### src/rtl/pir_stim_pkg.sv
// Shared types and step-entry field layout for the PIR stimulus sequencer.
// A step packs {dur, turn, stop_alarm, ch[NUM_CH-1..0]} with channel 0 in the LSBs.
package pir_stim_pkg;

  typedef enum logic [1:0] {IDLE, HOLD, DONE} state_t;

  localparam int LOOP_CNT_W = 8;

  function automatic int ch_lsb(input int ch, input int data_w);
    return ch * data_w;
  endfunction

  function automatic int stop_alarm_bit(input int num_ch, input int data_w);
    return num_ch * data_w;
  endfunction

  function automatic int turn_bit(input int num_ch, input int data_w);
    return num_ch * data_w + 1;
  endfunction

  function automatic int dur_lsb(input int num_ch, input int data_w);
    return num_ch * data_w + 2;
  endfunction

endpackage

### src/rtl/pir_stim_mem.sv
// Step table: one synchronous write port, one asynchronous read port, no reset.
module pir_stim_mem #(
  parameter int DEPTH  = 16,
  parameter int STEP_W = 39,
  localparam int AW    = $clog2(DEPTH)
) (
  input  logic              clk,
  input  logic              we,
  input  logic [AW-1:0]     waddr,
  input  logic [STEP_W-1:0] wdata,
  input  logic [AW-1:0]     raddr,
  output logic [STEP_W-1:0] rdata
);

  logic [STEP_W-1:0] mem [DEPTH];

  always_ff @(posedge clk) begin
    if (we) mem[waddr] <= wdata;
  end

  // Read is combinational, so a write on the entry edge still yields the old entry.
  assign rdata = mem[raddr];

endmodule

### src/rtl/pir_stim_sequencer.sv
// Programmable step-table stimulus sequencer driving turn, stop_alarm and PIR levels.
// Each step holds its outputs for max(dur,1) cycles; optional looping with pass count.
module pir_stim_sequencer
  import pir_stim_pkg::*;
#(
  parameter int NUM_CH  = 3,
  parameter int DATA_W  = 7,
  parameter int DEPTH   = 16,
  parameter int DUR_W   = 16,
  localparam int AW     = $clog2(DEPTH),
  localparam int STEP_W = DUR_W + 2 + NUM_CH*DATA_W
) (
  input  logic                     clk,
  input  logic                     rst,
  input  logic                     prog_we,
  input  logic [AW-1:0]            prog_addr,
  input  logic [STEP_W-1:0]        prog_data,
  input  logic [AW:0]              num_steps,
  input  logic                     loop_en,
  input  logic                     start,
  input  logic                     abort,
  output logic                     turn,
  output logic                     stop_alarm,
  output logic [NUM_CH*DATA_W-1:0] pir_sensor,
  output logic [AW-1:0]            step_idx,
  output logic                     step_strobe,
  output logic                     busy,
  output logic                     done,
  output logic [LOOP_CNT_W-1:0]    loop_cnt
);

  localparam int TURN_B = turn_bit(NUM_CH, DATA_W);
  localparam int STOP_B = stop_alarm_bit(NUM_CH, DATA_W);
  localparam int DUR_L  = dur_lsb(NUM_CH, DATA_W);

  state_t                         state, state_n;
  logic [DUR_W-1:0]               cnt;
  logic [AW-1:0]                  n_last;
  logic                           loop_r;
  logic [AW-1:0]                  rd_addr;
  logic [STEP_W-1:0]              rd_data;
  logic [DUR_W-1:0]               rd_dur;
  logic [NUM_CH-1:0][DATA_W-1:0]  rd_ch;
  logic [AW:0]                    ns_clamp;
  logic idle_like, expire, is_last;
  logic do_start, do_zero, do_next, do_wrap, do_finish, load;

  pir_stim_mem #(.DEPTH(DEPTH), .STEP_W(STEP_W)) u_mem (
    .clk   (clk),
    .we    (prog_we),
    .waddr (prog_addr),
    .wdata (prog_data),
    .raddr (rd_addr),
    .rdata (rd_data)
  );

  for (genvar c = 0; c < NUM_CH; c++) begin : g_ch
    assign rd_ch[c] = rd_data[ch_lsb(c, DATA_W) +: DATA_W];
  end
  assign rd_dur = rd_data[DUR_L +: DUR_W];

  // Abort outranks every other event; a start is only honoured outside HOLD.
  always_comb begin
    idle_like = (state != HOLD);
    expire    = (state == HOLD) && (cnt == '0);
    is_last   = (step_idx == n_last);
    do_start  = !abort && idle_like && start && (num_steps != '0);
    do_zero   = !abort && idle_like && start && (num_steps == '0);
    do_next   = !abort && expire && !is_last;
    do_wrap   = !abort && expire && is_last && loop_r;
    do_finish = !abort && expire && is_last && !loop_r;
    load      = do_start | do_next | do_wrap;
    rd_addr   = do_next ? step_idx + 1'b1 : '0;
    ns_clamp  = (num_steps > (AW+1)'(DEPTH)) ? (AW+1)'(DEPTH) : num_steps;
  end

  always_comb begin
    state_n = state;
    if (abort)                      state_n = IDLE;
    else if (do_start || do_wrap)   state_n = HOLD;
    else if (do_zero || do_finish)  state_n = DONE;
  end

  always_ff @(posedge clk) begin
    if (rst) state <= IDLE;
    else     state <= state_n;
  end

  always_ff @(posedge clk) begin
    if (rst) begin
      turn        <= 1'b0;
      stop_alarm  <= 1'b0;
      pir_sensor  <= '0;
      step_idx    <= '0;
      step_strobe <= 1'b0;
      busy        <= 1'b0;
      done        <= 1'b0;
      loop_cnt    <= '0;
      cnt         <= '0;
      n_last      <= '0;
      loop_r      <= 1'b0;
    end else begin
      step_strobe <= load;
      if (abort) begin
        turn       <= 1'b0;
        stop_alarm <= 1'b0;
        pir_sensor <= '0;
        step_idx   <= '0;
        busy       <= 1'b0;
        done       <= 1'b0;
        loop_cnt   <= '0;
      end else begin
        if (do_start) begin
          n_last   <= AW'(ns_clamp - 1'b1);
          loop_r   <= loop_en;
          loop_cnt <= '0;
          busy     <= 1'b1;
          done     <= 1'b0;
        end
        if (do_zero || do_finish) begin
          busy <= 1'b0;
          done <= 1'b1;
        end
        if (do_wrap && loop_cnt != '1) loop_cnt <= loop_cnt + 1'b1;
        // Counter holds cycles remaining after this one; dur=0 behaves as 1.
        if (load) begin
          turn       <= rd_data[TURN_B];
          stop_alarm <= rd_data[STOP_B];
          pir_sensor <= rd_ch;
          step_idx   <= rd_addr;
          cnt        <= (rd_dur == '0) ? '0 : rd_dur - 1'b1;
        end else if (state == HOLD && cnt != '0) begin
          cnt <= cnt - 1'b1;
        end
      end
    end
  end

endmodule

### config.mk
export PLATFORM = sky130hd
export DESIGN_NAME = pir_stim_sequencer
export DESIGN_NICKNAME = d
export VERILOG_FILES = /design/src/rtl/pir_stim_pkg.sv /design/src/rtl/pir_stim_mem.sv /design/src/rtl/pir_stim_sequencer.sv
export SDC_FILE = /design/constraint.sdc
export NUM_CORES = 1
export LEC_CHECK = 0
export ABC_AREA = 1
export CAP_MARGIN = 15
export CELL_PAD_IN_SITES_DETAIL_PLACEMENT = 1
export CELL_PAD_IN_SITES_GLOBAL_PLACEMENT = 1
export CORE_ASPECT_RATIO = 1.75
export CORE_MARGIN = 2
export CORE_UTILIZATION = 50
export CTS_CLUSTER_DIAMETER = 120
export DETAILED_ROUTE_END_ITERATION = 12
export PLACE_DENSITY_LB_ADDON = 0.1
export SLEW_MARGIN = 0
export SYNTH_ARGS = -nofsm -noshare
export SYNTH_HDL_FRONTEND = slang
export SYNTH_SLANG_ARGS = --single-unit
export TNS_END_PERCENT = 50
### constraint.sdc
create_clock -name clk -period 3.8 [get_ports clk]
set_input_delay 0.76 -clock clk [delete_from_list [all_inputs] [get_ports clk]]
set_output_delay 0.76 -clock clk [all_outputs]
set_load 0.02 [all_outputs]
==> results of run 1 <==
-- cell type report --
cell class                      count  area (µm²)  share of cell area (%)
Timing Repair Buffer              214        2160                    6.50
Clock inverter                     33         357                    1.07
Inverter                          226         858                    2.58
Tap cell                          767         960                    2.89
Antenna cell                        2        5.00                  0.0151
Clock buffer                       80        1640                    4.93
Sequential cell                   685       20000                    60.1
Multi-Input combinational cell   1387        7290                    21.9
-- final timing paths --
path                                from  endpoint  slack [ns]  cells after the start
worst max-delay path              cnt[0]   cnt[11]        0.40                     22
worst min-delay path            state[1]  state[1]        0.47                      2
worst max register to register    cnt[0]   cnt[11]        0.40                     22
worst min register to register  state[1]  state[1]        0.47                      2
-- synth_stat cells (all sizes together) --
master	n	area (µm²)
edfxtp	624	18700
nand2	361	1400
nor2	278	1130
nand3	259	1350
inv	223	837
o221ai	115	1010
buf	95	518
nand4	90	563
o21ai	90	450
a21oi	83	415
dfxtp	61	1220
clkbuf	59	221
o31ai	47	353
a31oi	24	150
xor2	7	61.3
ha	6	75.1
or2	6	37.5
nand3b	5	37.5
xnor2	4	35.0
clkinv	3	16.3
nor3	2	10.0
o21bai	2	15.0
a211oi	1	7.51
a221oi	1	8.76
a22oi	1	7.51
and2	1	6.26
nor4	1	6.26
o22ai	1	6.26
o41ai	1	8.76
or3	1	6.26
-- per-stage QoR --
step	TNS, ns	hold slack, ns	total power [mW]	utilization [%]
after floorplan	0	0.426	8.92	-
after detailed placement	-1.62	0.458	9.30	54.7
final	0	0.470	15.4	58.2
after global routing	0	0.497	15.8	58.2
after global placement	-0.316	0.436	9.27	54.7
after CTS	0	0.468	15.5	58.2
-- power by group --
| part | internal, mW | total, mW | switching, mW | leakage, nW |
|---|---|---|---|---|
| Clock | 3.51 | 6.27 | 2.76 | 0.974 |
| Combinational | 0.194 | 0.692 | 0.497 | 4.87 |
| Sequential | 8.38 | 8.45 | 0.0662 | 6.13 |
-- state kept, by name (all words and copies together), names as in the netlist --
name	cells
state	2
cnt	16
stop_alarm	1
step_strobe	1
done	1
pir_sensor	21
turn	1
loop_cnt	8
step_idx	4
u_mem.mem	624
loop_r	1
n_last	4
busy	1
-- layer usage --
layer	up-vias	GRT usage (%)	wire length, µm
met1	10289	34.2	31700
met3	260	4.40	5160
met2	754	55.2	47100
met4	2	15.3	4500
li1	9071	-	-
met5	-	0	12
-- worst max-delay path, stage by stage (launching register included) --
cell and delay, ns:
dfxtp_1 0.31, inv_1 0.12, ha_1 0.19, inv_1 0.04, nor2_1 0.08, nand2_1 0.07, nor2_1 0.14, nand2_1 0.18
nor2_4 0.24, nand3_1 0.20, buf_4 0.25, nand3_1 0.10, nand3_1 0.07, nand3_1 0.08, nand2_1 0.19, buf_4 0.22
nor2_4 0.09, nand2_2 0.08, nor2_1 0.25, nand4_1 0.13, nand2_1 0.10, nand2_1 0.05, a21oi_1 0.12
-- cells by family after synthesis --
| group | count (synthesis) |
|---|---|
| flip-flops | 685 |
| AND/OR/NAND/NOR | 1004 |
| buffers and inverters | 380 |
| adder cells (fa/ha/maj) | 6 |
| AO/OA/AOI/OAI | 366 |
| XOR/XNOR | 11 |
==> run metrics, run 1 <==
Synth Area in XOR/XNOR 0.336%; synthesized cell area 28,700 µm²; CTS Hold Bufs 0; RSZ-0062 raised after global routing no; skew final approximately 0.018 ns; # port buffers slightly above 90; Cells after Synth ~2.5k; Reg clk slew, reported paths approximately 0.07 ns; crit path capture type register; Die Wd ~190 µm; initial DRC count 1,694; Die H between 300 and 400 µm; commonest non-fill, non-tap cell in the layout edfxtp_1; Lkg Pwr approximately 12 nW; Final Max Slew Viols 0; nets@finish 2,634; vias in the first global route about 22k; CTS root buffer clkbuf_16; clk sinks a little under 700; Setup crit start kind register; critical path peak fanout 13; CTS tree yes; initial core utilization 50.3%; overall routed net length 88,500 µm; CP required 4.35 ns; Ports 92; worst min path class reg -> reg; adder-cell share of the synthesized area 0.262%; fmax a little under 0.3 GHz; #FFs+latches synth approximately 700; Setup CP Type reg -> reg; routed len/inst between 20 and 30 µm; first drt pass iteration count 7; register area share after synthesis ~70%; dpl ws -0.144 ns; Post-Layout Cell Count 3,394; cell count after placement between 3k and 4k; worst skew pair latency ~0.62 ns; TritonCTS Buffers 60; minimum clock period about 3.4 ns; Worst Path Arrival roughly 4 ns; core area approximately 57,000 µm²; Simple-Gate Fraction of Synth Area about 16%; post-synthesis net count approximately 2.5k; Syn. warnings 0; Netlist cell types 45; max_cap viols 0; Final setup viols 0; antenna violations before repair 3; layout cell share with drive strength beyond 1 roughly a tenth; design area 33,200 µm²; dpl cell area 31,200 µm²; DP Wirelength between 50,000 and 60,000 µm; largest family of logic cells by synthesized area simple AND/OR/NAND/NOR gates; die footprint 59,400 µm²; gpl congestion between 0.8 and 0.9; Rows between 100 and 150; overall routing resource usage between 30 and 40%; final worst slack between 0.3 and 0.4 ns; Period Utilization, post-route between 80% and 90%; filler cell count between 5k and 6k; # DRC 0; largest net degree at the start of global routing roughly 150; H-tree Lvls 2; Final ANT Viol Nets 0; Compound-Gate Fraction of Synth Area roughly 8.5%; Setup Fix Bufs, Post-CTS 0; first-pass GRT wire length between 100,000 and 150,000 µm; Vias a little over 20k; CTS Buffer Depth 3; via-per-instance ratio 6.00; Least-Margin Pin Slew slightly below 0.9 ns; grt ovf 0; VDD IR max between 0.0005 and 0.0006 V; power density over cell area between 400 and 500 nW/µm²; mux share of post-synthesis cell area 0%; Area Growth Syn to Fin 15.8%; relative slew slack between 40% and 50%; Hold Vio Cnt, Final 0; most frequent cells in the layout 624 x edfxtp_1, 352 x nand2_1, 253 x nand3_1; Syn Area/Cell 11.7 µm²; post-CTS resize count 0; outcome complete, no violations
No activity file was read; power rests on OpenSTA's default activity.
==> run 2: changes to the inputs <==
SETUP_SLACK_MARGIN = 0.5   (was default)
==> run 2 against run 1 <==
Against the previous run:
- critical path type unchanged
- largest power group unchanged
- clock skew is 0.0017 ns higher
- via count is 0.32% higher
- core utilization is 0.42 points higher
==> run metrics, run 2 (synthesized netlist as in run 1, its figures left out) <==
dpl cell area 31,200 µm²; # DRC 0; WHS roughly 0.47 ns; Rows between 100 and 150; Final ANT Viol Nets 0; Hold Vio Cnt, Final 0; design area about 33,000 µm²; nets@finish approximately 2.6k; max incr delay on CP between 0.3 and 0.4 ns; TritonCTS Buffers 60; power density over cell area between 400 and 500 nW/µm²; Setup CP Type reg -> reg; die footprint between 50,000 and 60,000 µm²; Ports a little over 90; CTS tree yes; overall routed net length 89,500 µm; Critical path buffers and inverters 4; worst min path class reg -> reg; delay-heaviest family, CP simple AND/OR/NAND/NOR gates; via-per-instance ratio between 6 and 7; max_cap viols 0; CTS root buffer clkbuf_16; # port buffers 91; clk sinks around 690; cell count after placement 3,279; Die H 321 µm; crit-path cells nor2_2 > nand2_1 > nor2_4 > nand2_4 > nor2_8 > buf_4 > nand3_4 > clkinv_4 > buf_12 > nor2_1 > o21ai_0 > nand3_1 > nand3_1 > nand2_1 > nor2_1 > nand2_1 > nand3b_1 > nand2_1 > inv_4 > nand2_1 > a21oi_1; overall routing resource usage between 30 and 40%; H-tree Lvls 2; max reg flops between 600 and 700; outcome complete, no violations; Final setup viols 0; CP max stage cell dfxtp_1; minimum clock period 3.10 ns; Area Growth Syn to Fin 16.6%; Reg clk slew, reported paths around 0.07 ns; Post-Layout Cell Count roughly 3.4k; Largest regs u_mem.mem x624, pir_sensor x21, cnt x16; fmax between 0.3 and 0.4 GHz; skew final approximately 0.019 ns; Vias approximately 20k; Lkg Pwr between 10 and 15 nW; Setup crit start kind register; vias in the first global route roughly 22k; Worst Path Arrival about 3.6 ns; gpl congestion 0.839; RSZ-0062 raised after global routing yes; Power Total around 15 mW; initial DRC count roughly 1.7k; CTS Buffer Depth 3; commonest non-fill, non-tap cell in the layout edfxtp_1; most used cell, CP nand2_1; core area around 57,000 µm²; layout cell share with drive strength beyond 1 12.0%; routed len/inst ~26 µm; Period Utilization, post-route ~80%; CTS Hold Bufs 0; first drt pass iteration count 7; most frequent cells in the layout 624 x edfxtp_1, 338 x nand2_1, 251 x nand3_1; initial core utilization 50.3%; largest net degree at the start of global routing about 150; grt ovf 0; Final Max Slew Viols 0; critical path peak fanout 29; relative slew slack 41.9%; CP required between 4 and 5 ns; antenna violations before repair 3; Die Wd between 150 and 200 µm; Largest Register u_mem.mem; DP Wirelength between 50,000 and 60,000 µm; first-pass GRT wire length between 100,000 and 150,000 µm; crit path capture type register; Least-Margin Pin Slew between 0.8 and 0.9 ns; worst skew pair latency around 0.62 ns; VDD IR max 0.000513 V
run 2: cell count changes in the layout (fill, tap and decap cells not counted), sizes merged:
cell	before	now
buf	123	127
clkbuf	80	82
clkinv	23	22
inv	225	226
run 2: routing by layer:
layer	track usage, %	wire length, µm
met1	34.2	32200
met4	15.3	4440
met2	55.3	47700
met3	4.42	5140
met5	0	13
run 2: area by class of cell:
class                   instances  area (µm²)
repair buffers                220        2260
clock inverters                33         357
well taps                     767         960
diodes                          2        5.00
multi-input cells            1387        7420
fillers                      5766       23600
flip-flops and latches        685       20000
clock buffers                  80        1640
inverters                     226         861
run 2: worst paths after layout:
path | start | endpoint | slack [ns] | cells past startpoint
setup / recovery | cnt[11] | cnt[12] | 0.70 | 21
hold / removal | state[1] | state[1] | 0.47 | 2
setup reg to reg | cnt[11] | cnt[12] | 0.70 | 21
hold reg to reg | state[1] | state[1] | 0.47 | 2
run 2: per-stage QoR:
step,TNS [ns],util (%),worst slack (ns)
final,0,58.7,0.695
after global routing,0,58.7,0.451
after CTS,0,58.3,0.514
after detailed placement,-1.62,54.7,-0.144
after global placement,-0.316,54.7,-0.0442
after floorplan,0,-,0.744
run 2: power breakdown:
part / total (mW) / internal (mW) / switching (mW)
clock network: 6.27 / 3.51 / 2.76
logic: 0.706 / 0.203 / 0.503
registers: 8.45 / 8.39 / 0.0682
run 2: timing repair:
action / in CTS / in global routing
setup buffers: 2 / 2
cloned: 0 / 2
hold endpoints to repair: 0 / 0
resized for setup: 6 / 43
setup endpoints to repair: 16 / 16
pin swaps: 1 / 6
run 2: worst min-delay path: cells and delay by family (launching register included):
kind | cells | cell delay (ns)
flops | 1 | 0.32
buf+inv | 1 | 0.05
compound gates | 1 | 0.06
==> run 3: changes to the inputs <==
CORE_UTILIZATION = 45   (was 50)
clock period = 2.8 ns   (was 3.8 ns; I/O delays follow)
==> run 3 against run 2 <==
Against the previous run:
- the flow now finishes with violations (setup timing)
- routed wire length grew 8.7%
- worst setup slack got worse by 1.0 ns
- register-to-register slack worse by 1.0 ns
- clock skew rose by 0.0019 ns
- sequential power is 36% higher
- critical path type unchanged
- critical endpoint is now cnt[3]
==> run metrics, run 3 (synthesized netlist as in run 1, its figures left out) <==
CTS tree yes; final worst slack -0.332 ns; Post-Layout Cell Count between 3k and 4k; clk sinks 685; die footprint around 66,000 µm²; overall routed net length between 90,000 and 100,000 µm; worst min path class reg -> reg; WHS ~0.5 ns; Hold Vio Cnt, Final 0; CTS Buffer Depth 3; grt ovf 0; Ports 92; Die H roughly 340 µm; H-tree Lvls 2; fmax between 0.3 and 0.4 GHz; first-pass GRT wire length 141,000 µm; max reg flops between 600 and 700; nets@finish between 2k and 3k; Vias about 21k; RSZ-0062 raised after global routing yes; largest net degree at the start of global routing 95; # port buffers between 90 and 100; Largest regs u_mem.mem x624, pir_sensor x21, cnt x16; Final Max Slew Viols 0; skew final roughly 0.021 ns; DP Wirelength roughly 57,000 µm; relative slew slack ~51%; layout cell share with drive strength beyond 1 between 20 and 25%; core area about 63,000 µm²; crit path capture type register; Setup crit start kind register; initial DRC count between 1k and 1.5k; gpl congestion about 0.84; via-per-instance ratio 5.92; Final setup viols 18; cell count after placement approximately 3.4k; violations in the final reports setup timing; Final ANT Viol Nets 0; Least-Margin Pin Slew 0.734 ns; commonest non-fill, non-tap cell in the layout edfxtp_1; n_diodes 0; VDD IR max 0.000548 V; Rows 122; overall routing resource usage between 20% and 30%; CTS root buffer clkbuf_16; initial core utilization a little under half; Period Utilization, post-route 112%; Setup CP Type reg -> reg; Reg clk slew, reported paths 0.06 ns; Die Wd 195 µm; TritonCTS Buffers just over 60; critical path peak fanout 8; CTS Hold Bufs 0; Lkg Pwr 13.5 nW; filler cell count 6,406; reg2reg setup slack -0.33 ns; vias in the first global route 23.2k; Layout Utilization 57.9%; routed len/inst roughly 27 µm; outcome complete, but fails checks; Worst Path Arrival between 3 and 4 ns; minimum clock period approximately 3.1 ns; Area Growth Syn to Fin 27.5%; power density over cell area about 600 nW/µm²; max_cap viols 0; antenna violations before repair 1; Largest Register u_mem.mem; # DRC 0; first drt pass iteration count 5; most frequent cells in the layout 624 x edfxtp_1, 319 x nand2_1, 215 x nor2_1; CP required 3.31 ns; worst skew pair latency between 0.6 and 0.7 ns
==> run 3: worst max-delay path, cell delays in order (launching register included) <==
cell      delay [ns]
dfxtp_2         0.32
inv_2           0.07
ha_4            0.16
buf_6           0.10
nand2_4         0.05
nor2_4          0.11
nand2_4         0.09
nor2_8          0.14
buf_12          0.13
nand3_4         0.14
clkinv_8        0.12
buf_12          0.11
buf_16          0.15
buf_8           0.14
nand3_2         0.09
nand3_2         0.09
nand2_4         0.11
nor2_4          0.16
nand2_1         0.11
nor2_2          0.09
nand3b_1        0.09
nand2_2         0.16
clkinv_4        0.11
nand2_1         0.09
a21oi_1         0.06
==> run 3: area by class of cell <==
| cell class | instances | area (µm²) | share of cell area [%] |
|---|---|---|---|
| flip-flops and latches | 685 | 20000 | 54.6 |
| clock buffers | 79 | 1660 | 4.55 |
| multi-input cells | 1387 | 8130 | 22.2 |
| well taps | 806 | 1010 | 2.76 |
| repair buffers | 391 | 4470 | 12.2 |
| inverters | 226 | 890 | 2.43 |
| repair inverters | 1 | 6.26 | 0.0171 |
| clock inverters | 37 | 455 | 1.24 |
==> run 3: layer usage <==
layer	up-vias	part of all wire [%]	GRT usage (%)
met1	10924	36	31.8
li1	9454	-	-
met2	733	54	54.5
met3	257	4.8	3.25
met4	0	5.0	13.8
met5	-	0	0
==> run 3: through the flow <==
step	setup TNS [ns]	setup slack [ns]	total power [mW]	cell area, µm²
2_1_floorplan	-23.09	-0.0559	12.1	28700
3_3_place_gp	-19.23	-0.692	12.7	32400
3_5_place_dp	-22.26	-0.767	12.8	32400
4_1_cts	-3.14	-0.224	21.6	35500
5_1_grt	-7.70	-0.506	22.1	36600
6_report	-4.21	-0.332	21.6	36600
==> run 3: final timing paths <==
| path | startpoint | end | cells after the start |
|---|---|---|---|
| setup / recovery | cnt[0] | cnt[3] | 24 |
| hold / removal | n_last[2] | n_last[2] | 2 |
| setup reg to reg | cnt[0] | cnt[3] | 24 |
| hold reg to reg | n_last[2] | n_last[2] | 2 |
==> run 3: where the power goes <==
| part | switching [mW] | leakage [nW] | internal (mW) |
|---|---|---|---|
| Combinational | 0.767 | 6.35 | 0.416 |
| Clock | 3.81 | 1.05 | 5.11 |
| Sequential | 0.0854 | 6.14 | 11.4 |
==> run 3: timing repair <==
action,4_1_cts,5_1_grt
gates cloned,7,9
endpoints found under the setup margin,57,53
gates resized for setup,152,157
pin swaps,36,57
setup buffers,28,27
